[config.mk]
export PLATFORM = sky130hd
export DESIGN_NAME = div_iter_m
export DESIGN_NICKNAME = d
export VERILOG_FILES = /design/src/rtl/div_iter_m.sv
export SDC_FILE = /design/constraint.sdc
export NUM_CORES = 1
export LEC_CHECK = 0
export ABC_AREA = 0
export CAP_MARGIN = 20
export CORE_MARGIN = 2
export CORE_UTILIZATION = 46
export DETAILED_ROUTE_END_ITERATION = 8
export PLACE_DENSITY = 0.72
export SYNTH_ARGS = -nofsm -noshare
export SYNTH_HDL_FRONTEND = slang
export SYNTH_SLANG_ARGS = --single-unit
[constraint.sdc]
create_clock -name clk -period 7.1 [get_ports clk]
set_input_delay 1.42 -clock clk [delete_from_list [all_inputs] [get_ports clk]]
set_output_delay 1.42 -clock clk [all_outputs]
set_load 0.05 [all_outputs]
[src/rtl/div_iter_m.sv]
// Iterative radix-2 restoring divider for RV32M DIV/DIVU/REM/REMU, one quotient bit per clock.
// Optional macro DIV_FAST_SPECIAL_EN: divide-by-zero and signed overflow finish one cycle after accept.
//
// state  | meaning
// S_IDLE | waiting for a request, in_ready=1
// S_CALC | shifting/subtracting, one quotient bit per edge
// S_DONE | result registered, out_valid=1 until out_ready
module div_iter_m #(
  parameter int XLEN = 32
) (
  input  logic            clk,
  input  logic            rst_n,
  input  logic            in_valid,
  output logic            in_ready,
  input  logic [1:0]      op,
  input  logic [XLEN-1:0] opA,
  input  logic [XLEN-1:0] opB,
  input  logic            flush,
  output logic            out_valid,
  input  logic            out_ready,
  output logic [XLEN-1:0] result
);

  localparam int CW = $clog2(XLEN);

  localparam logic [1:0] S_IDLE = 2'd0;
  localparam logic [1:0] S_CALC = 2'd1;
  localparam logic [1:0] S_DONE = 2'd2;

  logic [1:0]      state;
  logic [CW-1:0]   count;
  logic [XLEN-1:0] rem;
  logic [XLEN-1:0] quo;
  logic [XLEN-1:0] dvsr;
  logic            remsel;
  logic            neg_q;
  logic            neg_r;

  logic            accept;
  logic            is_signed;
  logic            sign_a;
  logic            sign_b;
  logic [XLEN-1:0] abs_a;
  logic [XLEN-1:0] abs_b;
  logic [XLEN:0]   rem_sh;
  logic [XLEN-1:0] rem_sub;
  logic            rem_ge;
  logic [XLEN-1:0] rem_nxt;
  logic [XLEN-1:0] quo_nxt;
  logic [XLEN-1:0] res_fix;

  assign in_ready  = (state == S_IDLE);
  assign out_valid = (state == S_DONE);
  assign accept    = in_valid && in_ready && !flush;

  assign is_signed = ~op[0];
  assign sign_a    = is_signed & opA[XLEN-1];
  assign sign_b    = is_signed & opB[XLEN-1];
  assign abs_a     = sign_a ? -opA : opA;
  assign abs_b     = sign_b ? -opB : opB;

  // Partial remainder stays below the divisor, so the difference always fits in XLEN bits.
  assign rem_sh  = {rem, quo[XLEN-1]};
  assign rem_ge  = (rem_sh >= {1'b0, dvsr});
  assign rem_sub = rem_sh[XLEN-1:0] - dvsr;
  assign rem_nxt = rem_ge ? rem_sub : rem_sh[XLEN-1:0];
  assign quo_nxt = {quo[XLEN-2:0], rem_ge};

  assign res_fix = remsel ? (neg_r ? -rem_nxt : rem_nxt)
                          : (neg_q ? -quo_nxt : quo_nxt);

`ifdef DIV_FAST_SPECIAL_EN
  logic            b_zero;
  logic            ovf;
  logic [XLEN-1:0] special_res;

  assign b_zero      = (opB == '0);
  assign ovf         = is_signed && (opA == {1'b1, {(XLEN-1){1'b0}}}) && (opB == '1);
  assign special_res = op[1] ? (b_zero ? opA : '0) : (b_zero ? '1 : opA);
`endif

  always_ff @(posedge clk or negedge rst_n) begin
    if (!rst_n) begin
      state  <= S_IDLE;
      count  <= '0;
      rem    <= '0;
      quo    <= '0;
      dvsr   <= '0;
      remsel <= 1'b0;
      neg_q  <= 1'b0;
      neg_r  <= 1'b0;
      result <= '0;
    end else if (flush) begin
      state <= S_IDLE;
    end else begin
      case (state)
        S_IDLE: begin
          if (accept) begin
            remsel <= op[1];
            // A zero divisor keeps the all-ones quotient; the remainder still gets
            // its sign back so it equals the original dividend.
            neg_q  <= (sign_a ^ sign_b) && (opB != '0);
            neg_r  <= sign_a;
            quo    <= abs_a;
            dvsr   <= abs_b;
            rem    <= '0;
            count  <= CW'(XLEN-1);
`ifdef DIV_FAST_SPECIAL_EN
            if (b_zero || ovf) begin
              result <= special_res;
              state  <= S_DONE;
            end else begin
              state  <= S_CALC;
            end
`else
            state  <= S_CALC;
`endif
          end
        end
        S_CALC: begin
          rem   <= rem_nxt;
          quo   <= quo_nxt;
          count <= count - CW'(1);
          if (count == '0) begin
            result <= res_fix;
            state  <= S_DONE;
          end
        end
        S_DONE: begin
          if (out_ready) state <= S_IDLE;
        end
        default: state <= S_IDLE;
      endcase
    end
  end

endmodule
== After elaboration in Yosys (flattened, before gate mapping) ==
Index checks and enable logic that the tools add are counted.

* Memories kept: 0
* Bits in latches: 0
* Output and inout port bits: 34
* RAM bits: 0
* Register bits: 138
* Memory bits (read-only): 0
* Logic and storage cells: 56

* Div/mod/pow operators: 0
* Eq/ne operators: 6
* Multiply operators: 0
* $lt $le $gt $ge: 1
* Mux-type cells: 17
* Shifts and indexed selects: 0
* Bitwise operators: 5
* Add/sub/neg operators: 6
* Reduce and logical (&&, ||, !) cells: 12

{| class="wikitable"
|+ Operator list
! kind !! count
|-
| 32-bit 2-to-1 mux || 8
|-
| 32-bit negation || 4
|-
| 32-bit one-hot mux with 2 select lines || 2
|-
| 33-bit by 32-bit >= comparator with 1-bit output || 1
|-
| 32-bit nonzero test || 1
|-
| 32-bit subtractor || 1
|-
| 3-bit AND reduction || 4
|-
| 5-bit one-hot mux with 2 select lines || 1
|-
| 2-bit 2-to-1 mux || 4
|-
| 2-bit one-hot mux with 3 select lines || 1
|-
| 5-bit logical NOT || 1
|-
| 5-bit 2-to-1 mux || 1
|-
| 5-bit by 1-bit subtractor with 5-bit output, second input constant || 1
|-
| 1-bit logical AND || 3
|-
| 3-bit by 1-bit inequality test with 1-bit output, second input constant || 1
|-
| 3-bit by 2-bit inequality test with 1-bit output, second input constant || 1
|-
| 3-bit inequality test, second input constant || 1
|-
| 1-bit bitwise AND || 2
|-
| 2-bit by 1-bit equality test with 1-bit output, second input constant || 1
|-
| 2-bit equality test, second input constant || 1
|-
| 2-bit logical NOT || 1
|-
| 2-bit by 1-bit inequality test with 1-bit output, second input constant || 1
|-
| 1-bit NOT || 2
|-
| 2-bit nonzero test || 1
|-
| 2 further kinds || 2
|}

== Depth between registers and ports, before layout ==
Gate-level depths: netlist (run 1).

* Depth after elaboration: 6
* Gate-level depth with buffers: 24
* Mapped depth without buffers: 19

== Least setup slack after synthesis (run 1) ==
Ideal clock, no wire load.

* Path kind: register -> register
* Start: register rem[0]
* End: register result[28]
* Data required time: 6.976 ns
* Library setup time: 0.124 ns
* Path slack: 1.913 ns
* Arrival time: 5.062 ns
* Stages on the path, launching flop included: 23
* Path through: dfrtp_1 ha_1 nor2b_1 o21bai_4 a2111o_1 a311o_1 buf_6 nand2_8 buf_2 buf_2 buf_2 nand2_1 o21ai_0 ha_1 nand2b_1 or4_1 or3_1 nor3_1 a41o_1 nand3_1 or4_1 a21oi_1 o21ai_1

* Longest elaborated chain between the ends: 5

{| class="wikitable"
|+ RTL lines
! item !! line !! RTL
|-
| from (decl) || 32 || <nowiki>logic [XLEN-1:0] rem;</nowiki>
|-
| from (signal assigned) || 121 || <nowiki>rem <= rem_nxt;</nowiki>
|-
| 32-bit subtractor / 33-bit by 32-bit >= comparator with 1-bit output (equally long branches) || 65, 64 ||
|-
| 32-bit 2-to-1 mux || 66 || <nowiki>assign rem_nxt = rem_ge ? rem_sub : rem_sh[XLEN-1:0];</nowiki>
|-
| 32-bit negation || 69 || <nowiki>assign res_fix = remsel ? (neg_r ? -rem_nxt : rem_nxt)</nowiki>
|-
| 32-bit 2-to-1 mux || 69 ||
|-
| 32-bit 2-to-1 mux (*) || 69 ||
|-
| to (signal assigned) || 125 || <nowiki>result <= res_fix;</nowiki>
|-
| to (decl) || 21 || <nowiki>output logic [XLEN-1:0] result</nowiki>
|}

Mark *: on every way between the ends. The rest lies on a longest branch, timed or not.
A chain may end at the register's enable or synchronous reset.

== Worst setup path in the final report (run 1) ==
* Start: register rem[15]
* End: register result[28]

The elaborated chain is that of the path after synthesis.

==> reports/qor.yml, run 1 <==
overflow: 0
cts_sinks: 138
final_antenna_net_count: 0
die_x_um: 162
synth_ff_type: "sky130_fd_sc_hd__dfrtp_1"
clk_transition_reported_paths_ns: 0.06
synth_commonest_cells: "sky130_fd_sc_hd__nand2_1 (226), sky130_fd_sc_hd__o21ai_0 (222), sky130_fd_sc_hd__dfrtp_1 (138)"
timing.reg2reg.worst_path_depth: 18
slowest_delay_ns: 0.60
crit_slowest_cell: "sky130_fd_sc_hd__a311o_1"
globalRouteTotalUtil_pct: 26.6
drc_errors: 0
final_net_count: 1654
post_cts_resized: 0
grt_setup_unrepaired: "no"
crit_arrival_ns: 6.43
fillCellCount: 2359
timing.rr.start: "rem[15]"
cp_capture_point: "result[28]"
synth_async_sr_flop_share_pct: 100
clk-insertion-delay-late_ns: 0.43
leakagePower_nw: 5.46
yosysSeqAreaShare_pct: 30.2
cp-end-kind: "flip-flop"
fin_skew_ns: 0.00846
synth_nets: 1598
grt_max_degree: 93
final.setup.tns_ns: 0
routed_wl_mm: 34.8
dr_total_vias: 11400
antenna_cells_inserted: 0
setup.worst_path.start_class: "flip-flop"
dieArea_um2: 26200
timing.critical_path.mode_cell: "sky130_fd_sc_hd__a21oi_1"
min_path_type: "reg2reg"
synthDominantCellAreaShare_pct: 30.2
cts_root_buf: "sky130_fd_sc_hd__clkbuf_16"
report.final.setup_viol: 0
core_um2: 24400
cts_max_level: 4
wire_length_of_the_first_global_routing_pass_mm: 56.1
synth-edff-count: 0
worstPathCellList: "ha_1 > a21oi_1 > o21ai_0 > a21oi_1 > a311o_1 > nand2_8 > inv_6 > mux2i_1 > ha_1 > nand2b_1 > or4_1 > or3_1 > nor3_1 > a41o_1 > nand3_1 > or4_1 > a21oi_1 > o21ai_1"
worst-endpoint-required_ns: 7.41
ys_top_cells_by_area: "sky130_fd_sc_hd__dfrtp_1 (30%), sky130_fd_sc_hd__o21ai_0 (9.7%), sky130_fd_sc_hd__nand2_1 (7.4%)"
vias_per_cell: 6.08
post_cts.repair.setup_buffers: 0
clock_path_buffers: 2
placement_rows: 57
ioPinCount: 105
yosysWarnings: 0
cts_tree: "done"
dp_hpwl_mm: 26.3
fin_ws_ns: 0.979
number_of_standard_cells_after_synthesis: 1488
cap_viol_max_count: 0
synth_seq_cells: 138
critPathLaunch: "rem[15]"
power_per_cell_area_nw_per_um2: 437
placement.io_buffers: 104
max_slew_headroom_at_the_worst_pin_pct: 30.8
grt_antenna_before_repair: 0
status: "completed"
floorplan.initialDensity_pct: 46.9
max_clock_freq_mhz: 163
post-route-min-period_ns: 6.12
mappedNetlistArea_um2: 11400
cell_type_with_the_highest_aggregate_area_in_the_netlist: "sky130_fd_sc_hd__dfrtp_1"
peakVddDrop_mv: 0.271
first_drt_iteration_drcs: 1059
timing.reg2reg.setup_slack_ns: 0.98
numCtsBuffers: 17
worst_pin_slew_ns: 1.04
post_synth.cell_area_avg_um2: 7.69
detail_route.wl_per_cell_um: 18.5
preCtsSetupSlack_ns: 1.20
die_h_um: 162
unique_masters_post_synth: 77
cts-hold-fix-buffers: 0
gpl.final_weighted_congestion: 0.935
number_of_global_route_vias_before_repair: 10500
min_period_over_period_pct: 86.2
drt_pass1_iterations: 5
hold_violations: 0
critical_path.reg2reg.endpoint: "result[28]"
maxSlewViolCount: 0
drive_above_1_share_pct: 4.56
yosys.cell_count.top_type: "sky130_fd_sc_hd__nand2_1"
cp_max_fo: 53
area_delta_synth_final_pct: 16.0
path_class: "reg2reg"
==> kinds of logic (layout without fill, tap and decap cells) <==
| logic type | after synthesis | in the layout | synth area share [%] |
|---|---|---|---|
| AND/OR/NAND/NOR | 517 | 517 | 21.4 |
| AO/OA/AOI/OAI | 510 | 510 | 27.9 |
| buffers and inverters | 139 | 208 | 4.89 |
| flip-flops | 138 | 138 | 30.2 |
| XOR/XNOR | 122 | 122 | 9.33 |
| adder cells (fa/ha/maj) | 39 | 39 | 4.33 |
| multiplexers | 23 | 23 | 2.02 |
==> placed cells by master, fill, tap and decap left out, drive strengths merged, types with 28 or more instances in the layout <==
cell / n
inv: 62
nand2: 227
dfrtp: 138
xnor2: 62
o21ai: 223
nor2: 92
o31ai: 36
a21oi: 82
clkdlybuf4s50: 103
xor2: 60
nor3: 32
nand3: 28
ha: 38
==> per-stage QoR <==
| stage | hold WS [ns] | utilization [%] | power [mW] | cell area (µm²) | cells |
|---|---|---|---|---|---|
| finish | 0.476 | 54.5 | 5.81 | 13300 | 1881 |
| CTS | 0.484 | 54.4 | 5.75 | 13300 | 1880 |
| global route | 0.510 | 54.5 | 6.23 | 13300 | 1881 |
| detailed placement | 0.470 | 52.0 | 4.81 | 12700 | 1848 |
| floorplan | 0.450 | - | 3.83 | 11400 | 1488 |
| global placement | 0.462 | 52.0 | 4.78 | 12700 | 1848 |
==> critical path: cells and delay by family, from the launching register on <==
family	cells	cell delay, ns
AO/OA/AOI/OAI	7	1.95
multiplexers	1	0.32
AND/OR/NAND/NOR	7	2.16
buffers and inverters	1	0.36
flip-flops	1	0.45
adder cells (fa/ha/maj)	2	0.71
==> layout make-up <==
cell class	instances	area [µm²]	share of cell area, %
multi-input combinational	1211	7460	56.1
sequential	138	3450	26.0
timing repair buffer	117	1140	8.58
clock buffer	20	467	3.51
tap	324	405	3.05
inverter	59	226	1.70
clock inverter	12	138	1.04
==> per-layer routing <==
metal / routed length, µm / part of all wire, % / global-route usage, %
met1: 15600 / 45 / 36.6
met2: 16700 / 48 / 44.2
met3: 1610 / 4.6 / 3.35
met4: 899 / 2.6 / 7.44
met5: 0 / 0 / 0
==> power by group <==
group / internal [mW] / switching, mW / leakage, nW
Sequential: 0.954 / 0.225 / 1.78
Clock: 0.550 / 0.378 / 0.293
Combinational: 1.31 / 2.39 / 3.38
Total: 2.82 / 2.99 / 5.46
==> worst min path at each step <==
stage	depth (start not counted)	end	from
2_1_floorplan	2	dvsr[10]	dvsr[10]
3_3_place_gp	2	result[6]	result[6]
6_report	2	result[15]	result[15]
5_1_grt	2	dvsr[15]	dvsr[15]
4_1_cts	2	result[15]	result[15]
3_5_place_dp	2	result[15]	result[15]
==> flip-flops by register name (all words and copies together), names as in the netlist <==
name    flops
count       5
dvsr       32
neg_q       1
neg_r       1
quo        32
rem        32
remsel      1
result     32
state       2
(Power assumes the default switching activity.)
==> run 2, diff against run 1 <==
Settings changed: GPL_TIMING_DRIVEN set to 0.
==> run 2 against run 1 <==
Effect of this change:
- utilization rose by 1.1 points
- critical endpoint unchanged
- clock power fell by 0.6%
- power rose by 1.7%
- die area did not move
- non-clock buffer count rose by 71
- cell count rose by 3.8%
- via count rose by 6.1%
- sequential share of layout area fell by 0.50 points
- clock skew rose by 0.0019 ns
- combinational power rose by 3%
==> reports/qor.yml, run 2 (synthesis results as in run 1) <==
status: "completed"
die_h_um: 162  # unchanged
crit_arrival_ns: 7.05  # +0.62 ns
final-instance-count-excl-fill: 1952  # +3.8%
post_cts.repair.setup_buffers: 0  # unchanged
cts_sinks: 138  # unchanged
grt_setup_unrepaired: "no"
floorplan.initialDensity_pct: 46.9  # unchanged
wire_length_of_the_first_global_routing_pass_mm: 60.3  # +7.5%
dieArea_um2: 26200  # unchanged
gpl.final_weighted_congestion: 0.980  # +4.8%
worst_pin_slew_ns: 0.946  # -0.0925 ns
cp_max_fo: 10  # -81%
leakagePower_nw: 5.58  # +2.2%
setup.worst_path.start_class: "flip-flop"
dr_total_vias: 12100  # +6.1%
ioPinCount: 105  # unchanged
cts_tree: "done"
cp-end-kind: "flip-flop"
max_clock_freq_mhz: 149  # -8.9%
detail_route.wl_per_cell_um: 19.4  # +5.0%
fin_ws_ns: 0.384  # -0.595 ns
placement_rows: 57  # unchanged
clock_path_buffers: 2  # unchanged
path_class: "reg2reg"
placement.io_buffers: 104  # unchanged
final_net_count: 1725  # +4.3%
dp.cells: 1918  # +3.8%
clk-insertion-delay-late_ns: 0.45  # +0.02 ns
peakVddDrop_mv: 0.205  # -24%
grt_max_degree: 76  # -18%
timing.critical_path.mode_cell: "sky130_fd_sc_hd__a21oi_1"
cts_root_buf: "sky130_fd_sc_hd__clkbuf_16"
min_period_over_period_pct: 94.6  # +8.4 points
min_path_type: "reg2reg"
vias_per_cell: 6.22  # +2.2%
post-route-min-period_ns: 6.72  # +0.595 ns
globalRouteTotalUtil_pct: 29.0  # +2.4 points
final_antenna_net_count: 0  # unchanged
grt_antenna_before_repair: 0  # unchanged
fin_worst_hold_slack_ns: 0.481  # +0.00500 ns
cap_viol_max_count: 0  # unchanged
drive_above_1_share_pct: 4.79  # +0.23 points
die_x_um: 162  # unchanged
area_delta_synth_final_pct: 18.3
final_cell_mix: "sky130_fd_sc_hd__nand2_1 (226), sky130_fd_sc_hd__o21ai_0 (222), sky130_fd_sc_hd__dfrtp_1 (138)"
core_um2: 24400  # unchanged
worstPathCellList: "ha_1 > clkbuf_1 > a21oi_1 > o21ai_0 > a21oi_1 > o221a_2 > buf_2 > nand2_8 > inv_6 > clkbuf_1 > buf_2 > mux2i_1 > ha_1 > nand2b_1 > or4_1 > or3_1 > nor3_1 > a41o_1 > nand3_1 > or4_1 > a21oi_1 > o21ai_1"
hold_violations: 0  # unchanged
critPathTopFamily: "simple AND/OR/NAND/NOR gates"
mostFrequentLayoutCell: "sky130_fd_sc_hd__nand2_1"
preCtsSetupSlack_ns: 0.696  # -0.506 ns
antenna_cells_inserted: 0  # unchanged
crit_slowest_cell: "sky130_fd_sc_hd__or4_1"
critPathBufInv: 5  # +4
report.final.setup_viol: 0  # unchanged
numCtsBuffers: 17  # unchanged
cts_max_level: 4  # unchanged
max_slew_headroom_at_the_worst_pin_pct: 36.1  # +5.3 points
first_drt_iteration_drcs: 1211  # +14%
drc_errors: 0  # unchanged
power_per_cell_area_nw_per_um2: 436  # -0.30%
fin_skew_ns: 0.0104  # +0.00191 ns
dp_hpwl_mm: 29.8  # +14%
drt_pass1_iterations: 5  # unchanged
cts-hold-fix-buffers: 0  # unchanged
finalInstanceArea_um2: 13500  # +2.0%
overflow: 0  # unchanged
post_cts_resized: 0  # unchanged
routed_wl_mm: 37.9  # +8.9%
clk_transition_reported_paths_ns: 0.07  # about the same
worst-endpoint-required_ns: 7.43  # +0.02 ns
number_of_global_route_vias_before_repair: 11400  # +8.8%
dpl_cell_area_um2: 12900  # +2.1%
slowest_delay_ns: 0.54  # -0.06 ns
maxSlewViolCount: 0  # unchanged
[run 2: cell count changes in the layout (fill, tap and decap cells not counted), moves of 2 or more]
cell and delta:
sky130_fd_sc_hd__inv_8 +5, sky130_fd_sc_hd__buf_1 +3, sky130_fd_sc_hd__clkbuf_8 -2, sky130_fd_sc_hd__buf_2 +15, sky130_fd_sc_hd__buf_4 -11, sky130_fd_sc_hd__clkinv_2 -2
sky130_fd_sc_hd__clkbuf_1 +58, sky130_fd_sc_hd__clkbuf_2 +3
[run 2: power by group]
| part | total (mW) | switching, mW | internal [mW] |
|---|---|---|---|
| Sequential | 1.18 | 0.222 | 0.954 |
| Clock | 0.922 | 0.415 | 0.508 |
| Combinational | 3.81 | 2.46 | 1.35 |
[run 2: layout make-up]
cell class | instances | area, µm²
inverter | 59 | 226
sequential | 138 | 3450
multi-input combinational | 1211 | 7440
fill | 2356 | 10800
buffer | 80 | 333
tap | 324 | 405
clock inverter | 14 | 154
timing repair buffer | 108 | 1090
clock buffer | 18 | 439
[run 2: stage by stage]
stage	TNS (ns)	util, %	power (mW)
final	0	55.5	5.91
after detailed placement	0	53.0	4.88
after global routing	0	55.5	6.31
after CTS	0	55.5	5.82
after floorplan	0	-	3.83
after global placement	-139.65	52.9	4.81
[run 2: final timing paths]
check                               from          to  slack, ns  cells past startpoint
worst min register to register  dvsr[10]    dvsr[10]       0.48                      2
min in group asynchronous          rst_n      quo[3]       0.94                      1
worst min-delay path            dvsr[10]    dvsr[10]       0.48                      2
max in group asynchronous          rst_n    dvsr[21]       5.35                      2
worst max-delay path             rem[17]  result[28]       0.38                     22
worst max register to register   rem[17]  result[28]       0.38                     22
[run 2: routing by layer]
| metal | track usage [%] | routed length, µm | vias up |
|---|---|---|---|
| met3 | 5.11 | 2950 | 94 |
| met1 | 40.8 | 16700 | 5795 |
| met2 | 44.5 | 16700 | 560 |
| li1 | - | - | 5683 |
| met4 | 11.5 | 1550 | 0 |
| met5 | 0 | 0 | - |
[run 2: tightest hold or removal path, stage by stage (launching register included)]
cell	delay (ns)
sky130_fd_sc_hd__dfrtp_1	0.34
sky130_fd_sc_hd__nand2_1	0.04
sky130_fd_sc_hd__o21ai_0	0.06
==> run 3, diff against run 2 <==
Settings changed: CORE_MARGIN 2 to 1.
Clock period 7.1 ns to 6.8 ns, I/O delays scaled along.
==> run 3 against run 2 <==
Effect of this change:
- die area shrank 2.5%
- cell count is the same
- setup slack lost 0.13 ns
- hold slack lost 0.0038 ns
- critical path type unchanged
- utilization grew 0.082 points
- combinational power grew 5%
- first-iteration DRC count grew 9.4%
- design area grew 0.15%
- largest cell class unchanged
- sequential cell count is the same
- highest routed layer unchanged
- sequential share of layout area is essentially flat
==> reports/qor.yml, run 3 (synthesis results as in run 1) <==
placement.io_buffers: 104  # unchanged
status: "completed"
final_net_count: 1725  # unchanged
multi_input_area_um2: 7450  # about the same
final-instance-count-excl-fill: 1952  # unchanged
overflow: 0  # unchanged
max_slew_headroom_at_the_worst_pin_pct: 28.6  # -7.5 points
placement_rows: 57  # unchanged
mostFrequentLayoutCell: "sky130_fd_sc_hd__nand2_1"
antenna_cells_inserted: 0  # unchanged
numCtsBuffers: 17  # unchanged
globalRouteTotalUtil_pct: 29.8  # +0.79 points
fin_skew_ns: 0.00907  # -0.00130 ns
power_per_cell_area_nw_per_um2: 458  # +5.0%
min-delay-start: "result[9]"
layout.area.seq_um2: 3450  # unchanged
cp_max_fo: 10  # unchanged
cts_root_buf: "sky130_fd_sc_hd__clkbuf_16"
crit_arrival_ns: 6.86  # -0.19 ns
worst-endpoint-required_ns: 7.12  # -0.31 ns
dp_hpwl_mm: 29.6  # -0.65%
timing.reg2reg.setup_slack_ns: 0.26  # -0.13 ns
clk-insertion-delay-late_ns: 0.44  # about the same
core_um2: 24400  # unchanged
min_path_type: "reg2reg"
leakagePower_nw: 5.57  # -0.26%
setup.worst_path.start_class: "flip-flop"
cap_viol_max_count: 0  # unchanged
report.final.setup_viol: 0  # unchanged
ioPinCount: 105  # unchanged
clock_path_buffers: 2  # unchanged
dp.cells: 1918  # unchanged
die_h_um: 160  # -1.2%
drive_above_1_share_pct: 4.91  # +0.12 points
vias_per_cell: 6.22  # about the same
path_class: "reg2reg"
grt_antenna_before_repair: 0  # unchanged
cp-end-kind: "flip-flop"
fin_ws_ns: 0.258  # -0.126 ns
maxSlewViolCount: 0  # unchanged
final_core_utilization_pct: 55.6  # +0.082 points
cts_tree: "done"
number_of_global_route_vias_before_repair: 11300  # -1.5%
gpl.final_weighted_congestion: 0.967  # -1.3%
preCtsSetupSlack_ns: 0.271  # -0.424 ns
peakVddDrop_mv: 0.210  # +2.5%
clk_transition_reported_paths_ns: 0.07  # about the same
final_cell_mix: "sky130_fd_sc_hd__nand2_1 (226), sky130_fd_sc_hd__o21ai_0 (221), sky130_fd_sc_hd__dfrtp_1 (138)"
hold-path-cell-count: 2  # unchanged
area_delta_synth_final_pct: 18.5
max_clock_freq_mhz: 153  # +2.7%
post-route-min-period_ns: 6.54  # -0.174 ns
final_antenna_net_count: 0  # unchanged
grt_max_degree: 73  # -3.9%
timing.rr.start: "rem[17]"
grt_setup_unrepaired: "no"
worst_pin_slew_ns: 1.04  # +0.0987 ns
floorplan.initialDensity_pct: 46.9  # unchanged
critPathLaunch: "rem[17]"
min_delay_worst_endpoint: "result[9]"
cts_max_level: 4  # unchanged
routed_wl_mm: 38.1  # +0.55%
min_period_over_period_pct: 96.2  # +1.6 points
cts_sinks: 138  # unchanged
wire_length_of_the_first_global_routing_pass_mm: 60.1  # -0.22%
first_drt_iteration_drcs: 1325  # +9.4%
drc_errors: 0  # unchanged
fillCellCount: 2336  # -0.85%
final.setup.tns_ns: 0  # unchanged
die_x_um: 160  # -1.2%
fin_worst_hold_slack_ns: 0.477  # -0.00376 ns
dr_total_vias: 12100  # +0.0082%
critical_path.reg2reg.endpoint: "result[28]"
detail_route.wl_per_cell_um: 19.5  # +0.55%
hold_violations: 0  # unchanged
timing.reg2reg.worst_path_depth: 23  # +4.5%
dieArea_um2: 25500  # -2.5%
drt_pass1_iterations: 5  # unchanged
run 3: cell types whose count changed in the layout (fill, tap and decap cells not counted):
cell / before / now
sky130_fd_sc_hd__inv_8: 5 / 0
sky130_fd_sc_hd__bufinv_16: 1 / 2
sky130_fd_sc_hd__buf_2: 15 / 14
sky130_fd_sc_hd__clkinvlp_4: 2 / 3
sky130_fd_sc_hd__buf_4: 2 / 4
sky130_fd_sc_hd__clkbuf_4: 0 / 1
sky130_fd_sc_hd__nor4_1: 26 / 25
sky130_fd_sc_hd__clkbuf_8: 1 / 3
sky130_fd_sc_hd__dlymetal6s2s_1: 1 / 0
sky130_fd_sc_hd__o21ai_0: 222 / 221
sky130_fd_sc_hd__nor4_2: 0 / 1
sky130_fd_sc_hd__o21ai_1: 1 / 2
run 3: where the power goes:
| part | leakage, nW | internal (mW) | total, mW | switching [mW] |
|---|---|---|---|---|
| Combinational | 3.50 | 1.42 | 4.00 | 2.59 |
| Sequential | 1.78 | 0.997 | 1.23 | 0.233 |
| Clock | 0.287 | 0.575 | 0.978 | 0.403 |
run 3: layout make-up:
class | count | area share, %
Sequential cell | 138 | 25.5
Tap cell | 324 | 2.99
Timing Repair Buffer | 109 | 8.09
Clock inverter | 11 | 0.996
Buffer | 79 | 2.44
Clock buffer | 21 | 3.47
Inverter | 59 | 1.67
Multi-Input combinational cell | 1211 | 54.9
run 3: worst max path at each step:
stage	cells past startpoint	to
after floorplan	22	result[28]
after detailed placement	23	result[28]
after global routing	22	result[28]
after global placement	1	dvsr[27]
final	23	result[28]
after CTS	22	result[28]
run 3: per-stage QoR:
stage,cell area (µm²),power [mW]
global route,13600,6.60
CTS,13500,6.09
finish,13600,6.21
detailed placement,12900,5.10
floorplan,11400,4.00
global placement,12900,5.03
run 3: metal layers:
layer  part of all wire [%]  track usage, %  vias to the layer above
met5                      0               0                        -
met4                    3.5            10.4                        0
met3                    8.7            6.00                       95
met2                     44            46.0                      583
met1                     44            41.5                     5762
li1                       -               -                     5693
run 3: timing repair:
action | CTS | global route
setup endpoints to repair | 0 | 4
resized for setup | 0 | 3
setup buffers | 0 | 2
hold buffers | 0 | 0
run 3: critical path: stages (launching register included):
cell,delay [ns]
sky130_fd_sc_hd__dfrtp_1,0.47
sky130_fd_sc_hd__ha_1,0.31
sky130_fd_sc_hd__clkbuf_1,0.29
sky130_fd_sc_hd__nand2_1,0.19
sky130_fd_sc_hd__nor4_2,0.39
sky130_fd_sc_hd__a41oi_1,0.23
sky130_fd_sc_hd__o221a_2,0.32
sky130_fd_sc_hd__buf_2,0.21
sky130_fd_sc_hd__nand2_8,0.14
sky130_fd_sc_hd__buf_2,0.27
sky130_fd_sc_hd__buf_2,0.35
sky130_fd_sc_hd__clkbuf_4,0.34
sky130_fd_sc_hd__nand2_1,0.08
sky130_fd_sc_hd__o21ai_0,0.15
sky130_fd_sc_hd__ha_1,0.29
sky130_fd_sc_hd__nand2b_1,0.11
sky130_fd_sc_hd__or4_1,0.44
sky130_fd_sc_hd__or3_1,0.33
sky130_fd_sc_hd__nor3_1,0.16
sky130_fd_sc_hd__a41o_1,0.26
sky130_fd_sc_hd__nand3_1,0.25
sky130_fd_sc_hd__or4_1,0.54
sky130_fd_sc_hd__a21oi_1,0.19
sky130_fd_sc_hd__o21ai_1,0.09
